<file path="src/rtl/mem_bus_port_pkg.sv">
// Shared types and constants for mem_bus_port (package mem_bus_pkg).
// MEM_WRITE_VERIFY_EN adds the VERIFY state used for write read-back checking.
package mem_bus_pkg;

    localparam int WORD_W              = 16;
    localparam int DEFAULT_WAIT_STATES = 2;
    localparam int CNT_W               = 4;

    typedef logic [WORD_W-1:0] word_t;

`ifdef MEM_WRITE_VERIFY_EN
    typedef enum logic [2:0] {
        IDLE   = 3'd0,
        SETUP  = 3'd1,
        ACCESS = 3'd2,
        DONE   = 3'd3,
        VERIFY = 3'd4
    } state_t;
`else
    typedef enum logic [1:0] {
        IDLE   = 2'd0,
        SETUP  = 2'd1,
        ACCESS = 2'd2,
        DONE   = 2'd3
    } state_t;
`endif

    // The counter holds "cycles remaining after this one", hence the -1.
    function automatic logic [CNT_W-1:0] ws_load_val(input int ws);
        return CNT_W'(ws - 1);
    endfunction

endpackage

</file>
<file path="src/rtl/mem_bus_port_if.sv">
// Bus bundle between the datapath/SRAM side (master) and mem_bus_port (slave).
// MEM_WRITE_VERIFY_EN adds the sticky Verify_Err status signal.
interface mem_bus_port_if;
    import mem_bus_pkg::*;

    // Handshake: the master raises Mem_Req (with Mem_WE) for one or more cycles;
    // it is accepted only on an edge where Busy is low. Busy stays high until
    // the transfer finishes, and Mem_Ready pulses for exactly one cycle at the end.
    word_t DataBus;
    logic  LD_MAR;
    logic  LD_MDR;
    logic  MIO_EN;
    logic  Mem_Req;
    logic  Mem_WE;
    word_t Data_from_SRAM;

    word_t ADDR;
    word_t Data_to_SRAM;
    word_t MAR;
    word_t MDR;
    logic  CE_n;
    logic  OE_n;
    logic  WE_n;
    logic  Busy;
    logic  Mem_Ready;

`ifdef MEM_WRITE_VERIFY_EN
    logic  Verify_Err;

    modport master (
        output DataBus, LD_MAR, LD_MDR, MIO_EN, Mem_Req, Mem_WE, Data_from_SRAM,
        input  ADDR, Data_to_SRAM, MAR, MDR, CE_n, OE_n, WE_n, Busy, Mem_Ready,
        input  Verify_Err
    );

    modport slave (
        input  DataBus, LD_MAR, LD_MDR, MIO_EN, Mem_Req, Mem_WE, Data_from_SRAM,
        output ADDR, Data_to_SRAM, MAR, MDR, CE_n, OE_n, WE_n, Busy, Mem_Ready,
        output Verify_Err
    );
`else
    modport master (
        output DataBus, LD_MAR, LD_MDR, MIO_EN, Mem_Req, Mem_WE, Data_from_SRAM,
        input  ADDR, Data_to_SRAM, MAR, MDR, CE_n, OE_n, WE_n, Busy, Mem_Ready
    );

    modport slave (
        input  DataBus, LD_MAR, LD_MDR, MIO_EN, Mem_Req, Mem_WE, Data_from_SRAM,
        output ADDR, Data_to_SRAM, MAR, MDR, CE_n, OE_n, WE_n, Busy, Mem_Ready
    );
`endif

endinterface

</file>
<file path="src/rtl/mem_bus_port_ws_counter.sv">
// ws_counter: loadable 4-bit down-counter with a zero flag, used to time SRAM accesses.
// Load has priority over decrement; the count saturates at zero.
module ws_counter
    import mem_bus_pkg::*;
(
    input  logic             clk,
    input  logic             rst_n,
    input  logic             load,
    input  logic [CNT_W-1:0] load_val,
    input  logic             dec,
    output logic             zero
);

    logic [CNT_W-1:0] count;

    always_ff @(posedge clk or negedge rst_n) begin
        if (!rst_n) begin
            count <= '0;
        end else if (load) begin
            count <= load_val;
        end else if (dec && (count != '0)) begin
            count <= count - CNT_W'(1);
        end
    end

    assign zero = (count == '0);

endmodule

</file>
<file path="src/rtl/mem_bus_port.sv">
// mem_bus_port: MAR/MDR registers plus an SRAM strobe sequencer (IDLE/SETUP/ACCESS/DONE).
// MEM_WRITE_VERIFY_EN adds a VERIFY read-back phase after writes and the Verify_Err flag.
module mem_bus_port
    import mem_bus_pkg::*;
#(
    // SRAM access cycles per transfer, legal range 1..15.
    parameter int WAIT_STATES = DEFAULT_WAIT_STATES
)
(
    input  logic          Clk,
    input  logic          Reset_n,
    mem_bus_port_if.slave bus,
    output state_t        state
);

    localparam logic [CNT_W-1:0] WS_LOAD = ws_load_val(WAIT_STATES);

    state_t state_q;
    state_t state_d;

    word_t mar_q;
    word_t mdr_q;
    logic  dir_q;

    logic  cnt_load;
    logic  cnt_dec;
    logic  cnt_zero;
    logic  last_access;
    logic  rd_capture;

    logic  ce_n;
    logic  oe_n;
    logic  we_n;
    logic  busy;
    logic  ready;

    // ---------------------------------------------------------------
    // FSM: state register
    // ---------------------------------------------------------------
    always_ff @(posedge Clk or negedge Reset_n) begin
        if (!Reset_n) begin
            state_q <= IDLE;
        end else begin
            state_q <= state_d;
        end
    end

    // ---------------------------------------------------------------
    // FSM: next-state logic
    // ---------------------------------------------------------------
    always_comb begin
        state_d = state_q;
        case (state_q)
            IDLE: begin
                if (bus.Mem_Req) begin
                    state_d = SETUP;
                end
            end
            SETUP: begin
                state_d = ACCESS;
            end
            ACCESS: begin
                if (cnt_zero) begin
`ifdef MEM_WRITE_VERIFY_EN
                    state_d = dir_q ? VERIFY : DONE;
`else
                    state_d = DONE;
`endif
                end
            end
`ifdef MEM_WRITE_VERIFY_EN
            VERIFY: begin
                if (cnt_zero) begin
                    state_d = DONE;
                end
            end
`endif
            DONE: begin
                state_d = IDLE;
            end
            default: begin
                state_d = IDLE;
            end
        endcase
    end

    // ---------------------------------------------------------------
    // FSM: outputs (strobes decode straight from the state register, so
    // an asynchronous reset deasserts them immediately)
    // ---------------------------------------------------------------
    always_comb begin
        ce_n  = 1'b1;
        oe_n  = 1'b1;
        we_n  = 1'b1;
        busy  = 1'b1;
        ready = 1'b0;
        case (state_q)
            IDLE: begin
                busy = 1'b0;
            end
            SETUP: begin
                ce_n = 1'b0;
            end
            ACCESS: begin
                ce_n = 1'b0;
                oe_n = dir_q;
                we_n = ~dir_q;
            end
`ifdef MEM_WRITE_VERIFY_EN
            VERIFY: begin
                ce_n = 1'b0;
                oe_n = 1'b0;
            end
`endif
            DONE: begin
                ready = 1'b1;
            end
            default: begin
                busy = 1'b1;
            end
        endcase
    end

    // ---------------------------------------------------------------
    // Wait-state counter
    // ---------------------------------------------------------------
    assign last_access = (state_q == ACCESS) && cnt_zero;

`ifdef MEM_WRITE_VERIFY_EN
    // Reload on the way into VERIFY so the read-back lasts WAIT_STATES cycles too.
    assign cnt_load = (state_q == SETUP) || (last_access && dir_q);
    assign cnt_dec  = ((state_q == ACCESS) || (state_q == VERIFY)) && !cnt_zero;
`else
    assign cnt_load = (state_q == SETUP);
    assign cnt_dec  = (state_q == ACCESS) && !cnt_zero;
`endif

    ws_counter u_ws_counter (
        .clk      (Clk),
        .rst_n    (Reset_n),
        .load     (cnt_load),
        .load_val (WS_LOAD),
        .dec      (cnt_dec),
        .zero     (cnt_zero)
    );

    // ---------------------------------------------------------------
    // MAR / MDR / direction. Loads are honoured only in IDLE so the
    // address and data stay frozen for the whole transfer.
    // ---------------------------------------------------------------
    assign rd_capture = last_access && !dir_q && bus.MIO_EN;

    always_ff @(posedge Clk or negedge Reset_n) begin
        if (!Reset_n) begin
            mar_q <= '0;
            mdr_q <= '0;
            dir_q <= 1'b0;
        end else if (state_q == IDLE) begin
            if (bus.LD_MAR) begin
                mar_q <= bus.DataBus;
            end
            if (bus.LD_MDR && !bus.MIO_EN) begin
                mdr_q <= bus.DataBus;
            end
            if (bus.Mem_Req) begin
                dir_q <= bus.Mem_WE;
            end
        end else if (rd_capture) begin
            mdr_q <= bus.Data_from_SRAM;
        end
    end

`ifdef MEM_WRITE_VERIFY_EN
    logic verify_err_q;

    // Sticky: once a read-back mismatches, only reset clears it.
    always_ff @(posedge Clk or negedge Reset_n) begin
        if (!Reset_n) begin
            verify_err_q <= 1'b0;
        end else if ((state_q == VERIFY) && cnt_zero &&
                     (bus.Data_from_SRAM != mdr_q)) begin
            verify_err_q <= 1'b1;
        end
    end

    assign bus.Verify_Err = verify_err_q;
`endif

    assign bus.ADDR         = mar_q;
    assign bus.Data_to_SRAM = mdr_q;
    assign bus.MAR          = mar_q;
    assign bus.MDR          = mdr_q;
    assign bus.CE_n         = ce_n;
    assign bus.OE_n         = oe_n;
    assign bus.WE_n         = we_n;
    assign bus.Busy         = busy;
    assign bus.Mem_Ready    = ready;
    assign state            = state_q;

endmodule

</file>
<file path="src/flat_wrapper.sv">
// flat-port wrapper written by rule: the top's interface ports become plain ports
module mem_bus_port_flat import mem_bus_pkg::*;
#(
                                                          
    parameter int WAIT_STATES = DEFAULT_WAIT_STATES
)
  (Clk, Reset_n, state, bus_DataBus, bus_LD_MAR, bus_LD_MDR, bus_MIO_EN, bus_Mem_Req, bus_Mem_WE, bus_Data_from_SRAM, bus_ADDR, bus_Data_to_SRAM, bus_MAR, bus_MDR, bus_CE_n, bus_OE_n, bus_WE_n, bus_Busy, bus_Mem_Ready);
  mem_bus_port_if bus_i ();
  input  logic Clk;
  input  logic Reset_n;
  output state_t state;
  input wire logic [$bits(bus_i.DataBus)-1:0] bus_DataBus;
  input wire logic [$bits(bus_i.LD_MAR)-1:0] bus_LD_MAR;
  input wire logic [$bits(bus_i.LD_MDR)-1:0] bus_LD_MDR;
  input wire logic [$bits(bus_i.MIO_EN)-1:0] bus_MIO_EN;
  input wire logic [$bits(bus_i.Mem_Req)-1:0] bus_Mem_Req;
  input wire logic [$bits(bus_i.Mem_WE)-1:0] bus_Mem_WE;
  input wire logic [$bits(bus_i.Data_from_SRAM)-1:0] bus_Data_from_SRAM;
  output wire logic [$bits(bus_i.ADDR)-1:0] bus_ADDR;
  output wire logic [$bits(bus_i.Data_to_SRAM)-1:0] bus_Data_to_SRAM;
  output wire logic [$bits(bus_i.MAR)-1:0] bus_MAR;
  output wire logic [$bits(bus_i.MDR)-1:0] bus_MDR;
  output wire logic [$bits(bus_i.CE_n)-1:0] bus_CE_n;
  output wire logic [$bits(bus_i.OE_n)-1:0] bus_OE_n;
  output wire logic [$bits(bus_i.WE_n)-1:0] bus_WE_n;
  output wire logic [$bits(bus_i.Busy)-1:0] bus_Busy;
  output wire logic [$bits(bus_i.Mem_Ready)-1:0] bus_Mem_Ready;
  assign bus_i.DataBus = bus_DataBus;
  assign bus_i.LD_MAR = bus_LD_MAR;
  assign bus_i.LD_MDR = bus_LD_MDR;
  assign bus_i.MIO_EN = bus_MIO_EN;
  assign bus_i.Mem_Req = bus_Mem_Req;
  assign bus_i.Mem_WE = bus_Mem_WE;
  assign bus_i.Data_from_SRAM = bus_Data_from_SRAM;
  assign bus_ADDR = bus_i.ADDR;
  assign bus_Data_to_SRAM = bus_i.Data_to_SRAM;
  assign bus_MAR = bus_i.MAR;
  assign bus_MDR = bus_i.MDR;
  assign bus_CE_n = bus_i.CE_n;
  assign bus_OE_n = bus_i.OE_n;
  assign bus_WE_n = bus_i.WE_n;
  assign bus_Busy = bus_i.Busy;
  assign bus_Mem_Ready = bus_i.Mem_Ready;
  mem_bus_port #(.WAIT_STATES(WAIT_STATES)) u_core (.Clk(Clk), .Reset_n(Reset_n), .bus(bus_i), .state(state));
endmodule
</file>
<file path="config.mk">
export PLATFORM = sky130hd
export DESIGN_NAME = mem_bus_port_flat
export DESIGN_NICKNAME = d
export VERILOG_FILES = /design/src/rtl/mem_bus_port_pkg.sv /design/src/rtl/mem_bus_port_if.sv /design/src/rtl/mem_bus_port_ws_counter.sv /design/src/rtl/mem_bus_port.sv /design/src/flat_wrapper.sv
export SDC_FILE = /design/constraint.sdc
export NUM_CORES = 1
export LEC_CHECK = 0
export CAP_MARGIN = 20
export CORE_MARGIN = 2
export CORE_UTILIZATION = 32
export CTS_CLUSTER_DIAMETER = 80
export CTS_CLUSTER_SIZE = 30
export DETAILED_ROUTE_END_ITERATION = 8
export GPL_ROUTABILITY_DRIVEN = 0
export HOLD_SLACK_MARGIN = 0.12
export PLACE_DENSITY = 0.74
export SLEW_MARGIN = 0
export SYNTH_ARGS = -nofsm -noshare
export SYNTH_HDL_FRONTEND = slang
export SYNTH_SLANG_ARGS = --single-unit
</file>
<file path="constraint.sdc">
create_clock -name Clk -period 4.5 [get_ports Clk]
set_input_delay 0.9 -clock Clk [delete_from_list [all_inputs] [get_ports Clk]]
set_output_delay 0.9 -clock Clk [all_outputs]
set_load 0.1 [all_outputs]
</file>
==> flow_summary_export.csv, run 1 <==
group,metric,value,unit
global_routing,grt_overflow,0,
clock_network,cts_setup_buffers,0,
setup_path,cp_max_fo,11,
synth,synth_fp_nets,206,
floorplan,die_x,85.05,um
setup_path,ff2ff_path_depth,5,
status,status,"complete, no violations",
floorplan,core_area,0.006350,mm2
floorplan,die_h,85.05,um
run,maxCapViolations,0,
sta,slew_headroom,25.88,%
sta,rsz0062_at_grt,"no",
clock_network,numClockSinks,39,
floorplan,io_pins,110,
floorplan,start_util,33.10,%
synth,seq_area_frac_synth,46.43,%
global_routing,grt_max_degree,40,
setup_path,reg2reg_to,"u_core.bus.Data_to_SRAM[14]$_DFFE_PN0P_",
sta,fin_setup_tns,0,ns
global_routing,track_usage,12.87,%
sta,finalSetupViolCount,0,
layout,syn_to_final_growth,46.55,%
synth,synthMuxAreaShare,28.51,%
synth,synth_top_flop_cell,"dfrtp_1",
global_routing,grt_pass1_vias,1491,
sta,period_minus_slack,3.316,ns
routing,viasPerCell,4.591,
setup_path,ff2ff_setup_slack,1.97,ns
setup_path,cp-start-kind,"register",
clock_network,cts_buffers,5,
synth,synth_top_family_by_area,"multiplexers",
setup_path,crit_type,"reg2out",
sta,hold_viol,0,
clock_network,ctsHoldBuffers,0,
layout,nets,284,
synth,synth_edf_count,0,
setup_path,required,3.60,ns
floorplan,dieArea,0.007234,mm2
global_routing,grt_pass1_wl,7458,um
setup_path,end_kind,"primary output",
sta,max_freq,0.3015,GHz
synth,synth_top_area_cell,"dfrtp_1",
clock_network,cts-root-buf,"clkbuf_8",
routing,first_iter_violations,8,
synth,ys_ff_latch,39,
sta,tightest_slew,1.112,ns
floorplan,fp-row-count,29,
synth,syn_area,0.002102,mm2
routing,drtPass1Iterations,4,
synth,synth-compound-area-share,3.810,%
synth,ys_types,29,
synth,synth_top_area_share,46.43,%
layout,layout.area.seq,975.9,um2
routing,wl,4579,um
clock_network,clock_latency,0.28,ns
layout,fin_util,48.51,%
sta,post-route-period-util,73.70,%
routing,wl_per_cell,14.40,um
synth,synthSimpleGateAreaFrac,2.500,%
setup_path,crit_start,"u_core.state[0]$_DFFE_PN0P_",
clock_network,h-tree-depth,2,
synth,ys_async_sr_fraction,100.0,%
sta,timing.final.max_slew_violations,0,
synth,synth_fa_ha_area_share,2.976,%
layout,final_layout_size_suffix_gt1_share,23.65,%
synth,yosysWarningCount,0,
clock_network,clock_path_buffers,2,
synth,synth_cells,162,
routing,route.detailed.drc,0,
clock_network,path_clk_slew,0.07,ns
layout,design_area,0.003080,mm2
layout,final.fill_count,580,
placed_design,place.port_buffers,109,
layout,antenna_cells,0,
routing,vias,1460,
clock_network,cts_tree,"done",
hold_path,hold_path_class,"reg2reg",
setup_path,setup.worst_path.end,"bus_OE_n",
clock_network,cts_resized,0,
global_routing,antenna_found_initial,0,
placed_design,place_hpwl,3319,um
layout,multi_input_area,803.3,um2
synth,synth_xor_xnor_area_share,0.4167,%
synth,syn_avg_cell_area,12.98,um2
setup_path,cp.arrival,2.42,ns
routing,final_antenna_net_count,0,
synth,synth_top_cells_by_area,"dfrtp_1, mux2_2, buf_4",
placed_design,placed_cell_area,0.002999,mm2
sta,final.setup_skew,0.004970,ns
setup_path,r2r-start,"u_core.state[1]$_DFFE_PN0P_",
cells in the final DEF, fill, tap and decap left out, drive strengths merged, types with 2 or more instances in the layout:
cell type / instances
buf: 2
ha: 5
dfrtp: 39
mux2: 49
nor2: 2
nand2: 3
clkdlybuf4s50: 108
inv: 8
a21oi: 2
clkbuf: 7
synthesized netlist by cell type, types with 2 or more instances:
master and instances:
a21oi_1 2, buf_2 2, buf_4 32, clkbuf_1 2, dfrtp_1 39, ha_1 5, inv_1 8, mux2_2 39
mux2_4 10, nand2_1 3, nor2_1 2
state kept, by name (all words and copies together), names as in the netlist:
register,cells
u_core.bus.ADDR,16
u_core.bus.Data_to_SRAM,16
u_core.dir_q,1
u_core.state,2
u_core.u_ws_counter.count,4
cell families (layout without fill, tap and decap cells):
group / count (synthesis) / in the layout
xor gates and xnor gates: 1 / 1
and+or+nand+nor: 10 / 10
buffers and inverters: 47 / 126
DFF: 39 / 39
muxes: 50 / 50
adders and majority gates: 5 / 5
AOI/OAI and AO/OA: 10 / 10
how the worst min path moves through the flow:
stage                                             from                                      end  slack (ns)  depth (start not counted)
2_1_floorplan                 u_core.dir_q$_DFFE_PN0P_                 u_core.dir_q$_DFFE_PN0P_        0.49                          1
3_3_place_gp            u_core.bus.ADDR[8]$_DFFE_PN0P_           u_core.bus.ADDR[8]$_DFFE_PN0P_        0.51                          1
3_5_place_dp   u_core.bus.Data_to_SRAM[15]$_DFFE_PN0P_  u_core.bus.Data_to_SRAM[15]$_DFFE_PN0P_        0.52                          1
4_1_cts                 u_core.bus.ADDR[8]$_DFFE_PN0P_           u_core.bus.ADDR[8]$_DFFE_PN0P_        0.54                          1
5_1_grt                 u_core.bus.ADDR[8]$_DFFE_PN0P_           u_core.bus.ADDR[8]$_DFFE_PN0P_        0.56                          1
6_report                u_core.bus.ADDR[8]$_DFFE_PN0P_           u_core.bus.ADDR[8]$_DFFE_PN0P_        0.53                          1
worst max-delay path: stages, from the launching register on:
cell	delay [ns]
dfrtp_1	0.42
inv_1	0.09
ha_1	0.33
nand2b_1	0.15
clkdlybuf4s50_1	1.15
layout make-up:
| class | count | share of cell area [%] |
|---|---|---|
| clock buffer | 7 | 2.478 |
| clock inverter | 1 | 0.1625 |
| inverter | 8 | 0.9748 |
| multi-input combinational | 76 | 26.08 |
| sequential | 39 | 31.68 |
| tap | 77 | 3.128 |
| timing repair buffer | 110 | 35.50 |
per-layer routing:
metal  vias up  GRT usage [%]  routed length (um)
met2        67          21.45                2243
li1        678              -                   -
met3         8          3.405                 320
met4         0          3.896                  50
met5         -              0                   0
met1       707          16.40                1965
stage by stage:
stage / std cells / setup slack (ns) / hold WS (ns)
after floorplan: 162 / 1.367 / 0.4934
after global placement: 310 / 1.560 / 0.5104
after detailed placement: 310 / 1.496 / 0.5186
after CTS: 318 / 1.156 / 0.5374
after global routing: 318 / 1.077 / 0.5593
final: 318 / 1.184 / 0.5321
Power of run 1 is left out: the tool's default activity adds up to more than one toggle a clock period on the data nets, which glitch-free logic cannot reach.
==> run 2: changes to the inputs <==
--- a/config.mk
+++ b/config.mk
@@ -13,7 +13,7 @@
 export DETAILED_ROUTE_END_ITERATION = 8
 export GPL_ROUTABILITY_DRIVEN = 0
 export HOLD_SLACK_MARGIN = 0.12
-export PLACE_DENSITY = 0.74
+export PLACE_DENSITY = 0.77
 export SLEW_MARGIN = 0
 export SYNTH_ARGS = -nofsm -noshare
 export SYNTH_HDL_FRONTEND = slang
==> constraint.sdc (replaced) <==
create_clock -name Clk -period 2.8 [get_ports Clk]
set_input_delay 0.56 -clock Clk [delete_from_list [all_inputs] [get_ports Clk]]
set_output_delay 0.56 -clock Clk [all_outputs]
set_load 0.1 [all_outputs]
==> run 2 against run 1 <==
Compared with the run above: clock-buffer cell count rose by 1; flip-flop and latch count unchanged; highest routed layer unchanged; clock skew fell by 0.0015 ns; core utilization shrank 2.0 points; via count decreased by 0.89%; register-to-register slack got worse by 1.3 ns.
==> flow_summary_export.csv, run 2 (synthesized netlist as in run 1, its figures left out) <==
group,metric,value,unit
setup_path,cpLargestDelayFamily,"adder cells",
layout,layout_commonest_cell,"buf_4",
setup_path,cp.arrival,1.73,ns
layout,syn_to_final_growth,40.54,%
layout,multi_input_area,805.8,um2
sta,final.setup_skew,0.003493,ns
floorplan,dieArea,0.007234,mm2
clock_network,cts_resized,0,
sta,tightest_slew,0.8685,ns
routing,final_antenna_net_count,0,
clock_network,path_clk_slew,0.07,ns
layout,fin_util,46.52,%
global_routing,grt_pass1_wl,7155,um
placed_design,place_hpwl,3378,um
sta,post-route-period-util,81.66,%
sta,rsz0062_at_grt,"no",
layout,layout.area.seq,978.4,um2
hold_path,hold_path_class,"in2async",
setup_path,required,2.24,ns
clock_network,numClockSinks,39,
setup_path,path_buf_inv,3,
setup_path,cpPeakStageDelay,0.51,ns
global_routing,antenna_found_initial,0,
clock_network,h-tree-depth,2,
layout,antenna_cells,0,
routing,route.detailed.drc,0,
clock_network,clock_path_buffers,2,
sta,slew_headroom,42.10,%
layout,final_cell_mix,"buf_4, mux2_2, clkdlybuf4s50_1, dfrtp_1, mux2_4",
layout,final_layout_size_suffix_gt1_share,55.14,%
layout,final.fill_count,596,
sta,finalSetupViolCount,0,
routing,first_iter_violations,25,
clock_network,clock_latency,0.29,ns
floorplan,die_x,85.05,um
floorplan,io_pins,110,
setup_path,path_common_cell,"inv_1",
clock_network,ctsHoldBuffers,0,
layout,nets,286,
floorplan,core_area,0.006350,mm2
status,status,"complete, no violations",
floorplan,die_h,85.05,um
global_routing,grt_pass1_vias,1494,
sta,timing.final.max_slew_violations,0,
sta,fin_setup_tns,0,ns
global_routing,track_usage,12.55,%
floorplan,start_util,33.10,%
setup_path,cp-start-kind,"register",
routing,wl_per_cell,14.04,um
setup_path,end_kind,"primary output",
routing,drtPass1Iterations,4,
sta,period_minus_slack,2.287,ns
sta,max_freq,0.4373,GHz
setup_path,slowest_stage,"ha_1",
clock_network,cts_tree,"done",
setup_path,cp_max_fo,12,
run,maxCapViolations,0,
routing,vias,1447,
placed_design,place.port_buffers,109,
clock_network,cts-root-buf,"clkbuf_8",
sta,hold_viol,0,
floorplan,fp-row-count,29,
clock_network,cts_buffers,5,
setup_path,crit_type,"reg2out",
setup_path,cp_cell_sequence,"inv_1 -> ha_1 -> inv_1 -> buf_12",
global_routing,grt_max_degree,40,
routing,viasPerCell,4.522,
global_routing,grt_overflow,0,
routing,wl,4494,um
clock_network,cts_setup_buffers,0,
run 2: stage by stage:
step                      instances  instance area, um2  setup slack (ns)  hold WS, ns
final                           320                2954            0.5134       0.3801
after global placement          312                2854            0.6714       0.5067
after floorplan                 162                2107            0.2905       0.2644
after detailed placement        312                2854            0.6644       0.5207
after global routing            320                2954            0.3886       0.4571
after CTS                       320                2954            0.4839       0.4189
run 2: cell type report:
| class | instances | area share [%] |
|---|---|---|
| sequential | 39 | 33.12 |
| timing repair buffer | 112 | 31.94 |
| multi-input combinational | 76 | 27.28 |
| clock buffer | 8 | 3.388 |
| tap | 77 | 3.261 |
| inverter | 8 | 1.017 |
run 2: final timing paths:
| check | from | end | cells past startpoint | slack [ns] |
|---|---|---|---|---|
| hold / removal | Reset_n | u_core.bus.Data_to_SRAM[3]$_DFFE_PN0P_ | 1 | 0.38 |
| setup / recovery | u_core.state[1]$_DFFE_PN0P_ | bus_Busy | 4 | 0.51 |
| min in group Clk | u_core.bus.ADDR[11]$_DFFE_PN0P_ | u_core.bus.ADDR[11]$_DFFE_PN0P_ | 1 | 0.54 |
| max in group asynchronous | Reset_n | u_core.state[0]$_DFFE_PN0P_ | 1 | 1.82 |
| setup reg to reg | u_core.u_ws_counter.count[0]$_DFFE_PN0P_ | u_core.bus.Data_to_SRAM[4]$_DFFE_PN0P_ | 6 | 0.67 |
| hold reg to reg | u_core.bus.ADDR[11]$_DFFE_PN0P_ | u_core.bus.ADDR[11]$_DFFE_PN0P_ | 1 | 0.54 |
run 2: metal layers:
| metal | global-route usage [%] | routed length, um | share of wire, % |
|---|---|---|---|
| met1 | 14.94 | 1903 | 42 |
| met4 | 3.463 | 34 | 0.76 |
| met2 | 21.31 | 2149 | 48 |
| met5 | 0 | 0 | 0 |
| met3 | 4.669 | 406 | 9.0 |
Power of run 2 is left out for the same reason.
==> run 3: changes to the inputs <==
==> constraint.sdc (replaced) <==
create_clock -name Clk -period 2.1 [get_ports Clk]
set_input_delay 0.42 -clock Clk [delete_from_list [all_inputs] [get_ports Clk]]
set_output_delay 0.42 -clock Clk [all_outputs]
set_load 0.1 [all_outputs]
==> run 3 against run 2 <==
Compared with the run above: global-route usage fell by 0.11 points; clock-buffer cell count fell by 1; worst setup slack got worse by 0.41 ns; cell area rose by 4.0%; worst hold slack improved by 0.16 ns; critical path depth rose by 2; largest cell class is now non-clock buffers; core utilization rose by 1.9 points; flip-flop and latch count did not move; first-iteration DRC count rose by 40%.
==> flow_summary_export.csv, run 3 (synthesized netlist as in run 1, its figures left out) <==
group,metric,value,unit
run,maxCapViolations,0,
layout,instances_no_fill,325,
floorplan,die_h,85.05,um
setup_path,cp.arrival,2.16,ns
setup_path,r2r-start,"u_core.u_ws_counter.count[0]$_DFFE_PN0P_",
routing,first_iter_violations,35,
sta,rsz0062_at_grt,"no",
routing,route.detailed.drc,0,
setup_path,cp-start-kind,"register",
routing,final_antenna_net_count,0,
layout,layout_commonest_cell,"buf_4",
floorplan,dieArea,0.007234,mm2
setup_path,crit_start,"u_core.u_ws_counter.count[0]$_DFFE_PN0P_",
layout,syn_to_final_growth,46.19,%
placed_design,place.port_buffers,109,
sta,slew_headroom,66.90,%
layout,nets,291,
layout,design_area,0.003073,mm2
routing,viasPerCell,4.582,
clock_network,clock_path_buffers,2,
layout,final_layout_size_suffix_gt1_share,58.06,%
sta,max_freq,0.5009,GHz
clock_network,cts-root-buf,"clkbuf_8",
global_routing,grt_max_degree,23,
setup_path,cp_max_fo,7,
floorplan,die_x,85.05,um
placed_design,place_hpwl,3617,um
sta,post-route-period-util,95.08,%
global_routing,grt_pass1_vias,1467,
global_routing,antenna_found_initial,0,
hold_path,hold_path_class,"reg2reg",
clock_network,h-tree-depth,2,
layout,final_cell_mix,"buf_4, mux2_2, clkdlybuf4s50_1, dfrtp_1, mux2_4",
placed_design,placed_cell_area,0.002972,mm2
setup_path,required,2.27,ns
global_routing,grt_pass1_wl,7148,um
setup_path,end_kind,"register",
floorplan,io_pins,110,
hold_path,worstHoldStart,"u_core.bus.ADDR[5]$_DFFE_PN0P_",
routing,wl,4590,um
floorplan,start_util,33.10,%
layout,antenna_cells,0,
sta,finalSetupViolCount,0,
setup_path,crit_type,"reg2reg",
sta,tightest_slew,0.4965,ns
clock_network,numClockSinks,39,
clock_network,cts_buffers,5,
sta,timing.final.max_slew_violations,0,
clock_network,cts_tree,"done",
status,status,"complete, no violations",
placed_design,placed_cells,316,
routing,drtPass1Iterations,4,
sta,fin_setup_tns,0,ns
floorplan,fp-row-count,29,
clock_network,path_clk_slew,0.07,ns
global_routing,track_usage,12.45,%
clock_network,clock_latency,0.28,ns
routing,vias,1489,
sta,period_minus_slack,1.997,ns
sta,hold_viol,0,
global_routing,grt_overflow,0,
floorplan,core_area,0.006350,mm2
routing,wl_per_cell,14.12,um
sta,final.setup_skew,0.002155,ns
[run 3: final timing paths]
| path | to | slack, ns | cells past startpoint |
|---|---|---|---|
| max in group asynchronous | u_core.bus.ADDR[8]$_DFFE_PN0P_ | 0.84 | 3 |
| worst max-delay path | u_core.bus.Data_to_SRAM[5]$_DFFE_PN0P_ | 0.10 | 6 |
| worst min-delay path | u_core.bus.ADDR[5]$_DFFE_PN0P_ | 0.54 | 1 |
| worst max register to register | u_core.bus.Data_to_SRAM[5]$_DFFE_PN0P_ | 0.10 | 6 |
| worst min register to register | u_core.bus.ADDR[5]$_DFFE_PN0P_ | 0.54 | 1 |
| min in group asynchronous | u_core.bus.ADDR[12]$_DFFE_PN0P_ | 0.65 | 2 |
[run 3: cell type report]
cell class	count	area, um2
Clock buffer	7	76.32
Multi-Input combinational cell	76	834.6
Clock inverter	1	5.005
Sequential cell	39	983.4
Timing Repair Buffer	117	1041
Tap cell	77	96.34
Fill cell	584	3277
Inverter	8	36.28
[run 3: timing repair]
action / 4_1_cts / 5_1_grt
resized for setup: 0 / 3
setup buffers: 0 / 0
endpoints found under the hold margin: 21 / 0
hold buffers: 1 / 0
setup endpoints to repair: 0 / 16
[run 3: stage by stage]
step                      worst slack (ns)  hold slack, ns  util [%]
final                               0.1034          0.5422     48.39
after global routing              0.009043          0.5647     48.39
after CTS                          0.01698          0.5465     48.24
after detailed placement           0.06586          0.4204     46.80
after global placement              0.1119          0.4207     46.80
after floorplan                   -0.03730          0.1244         -
[run 3: layer usage]
metal  share of wire [%]  vias to the layer above  track usage, %  wire length [um]
li1                    -                      691               -                 -
met1                  40                      729           15.00              1852
met2                  50                       64           21.09              2277
met3                 9.1                        5           4.669               416
met4                0.94                        0           3.030                43
met5                   0                        -               0                 0
[run 3: worst max-delay path, cell delays in order, from the launching register on]
cell     delay (ns)
dfrtp_1        0.41
inv_1          0.07
ha_1           0.15
or3b_1         0.38
o41a_1         0.37
buf_4          0.21
mux2_4         0.30
Power of run 3 is left out for the same reason.
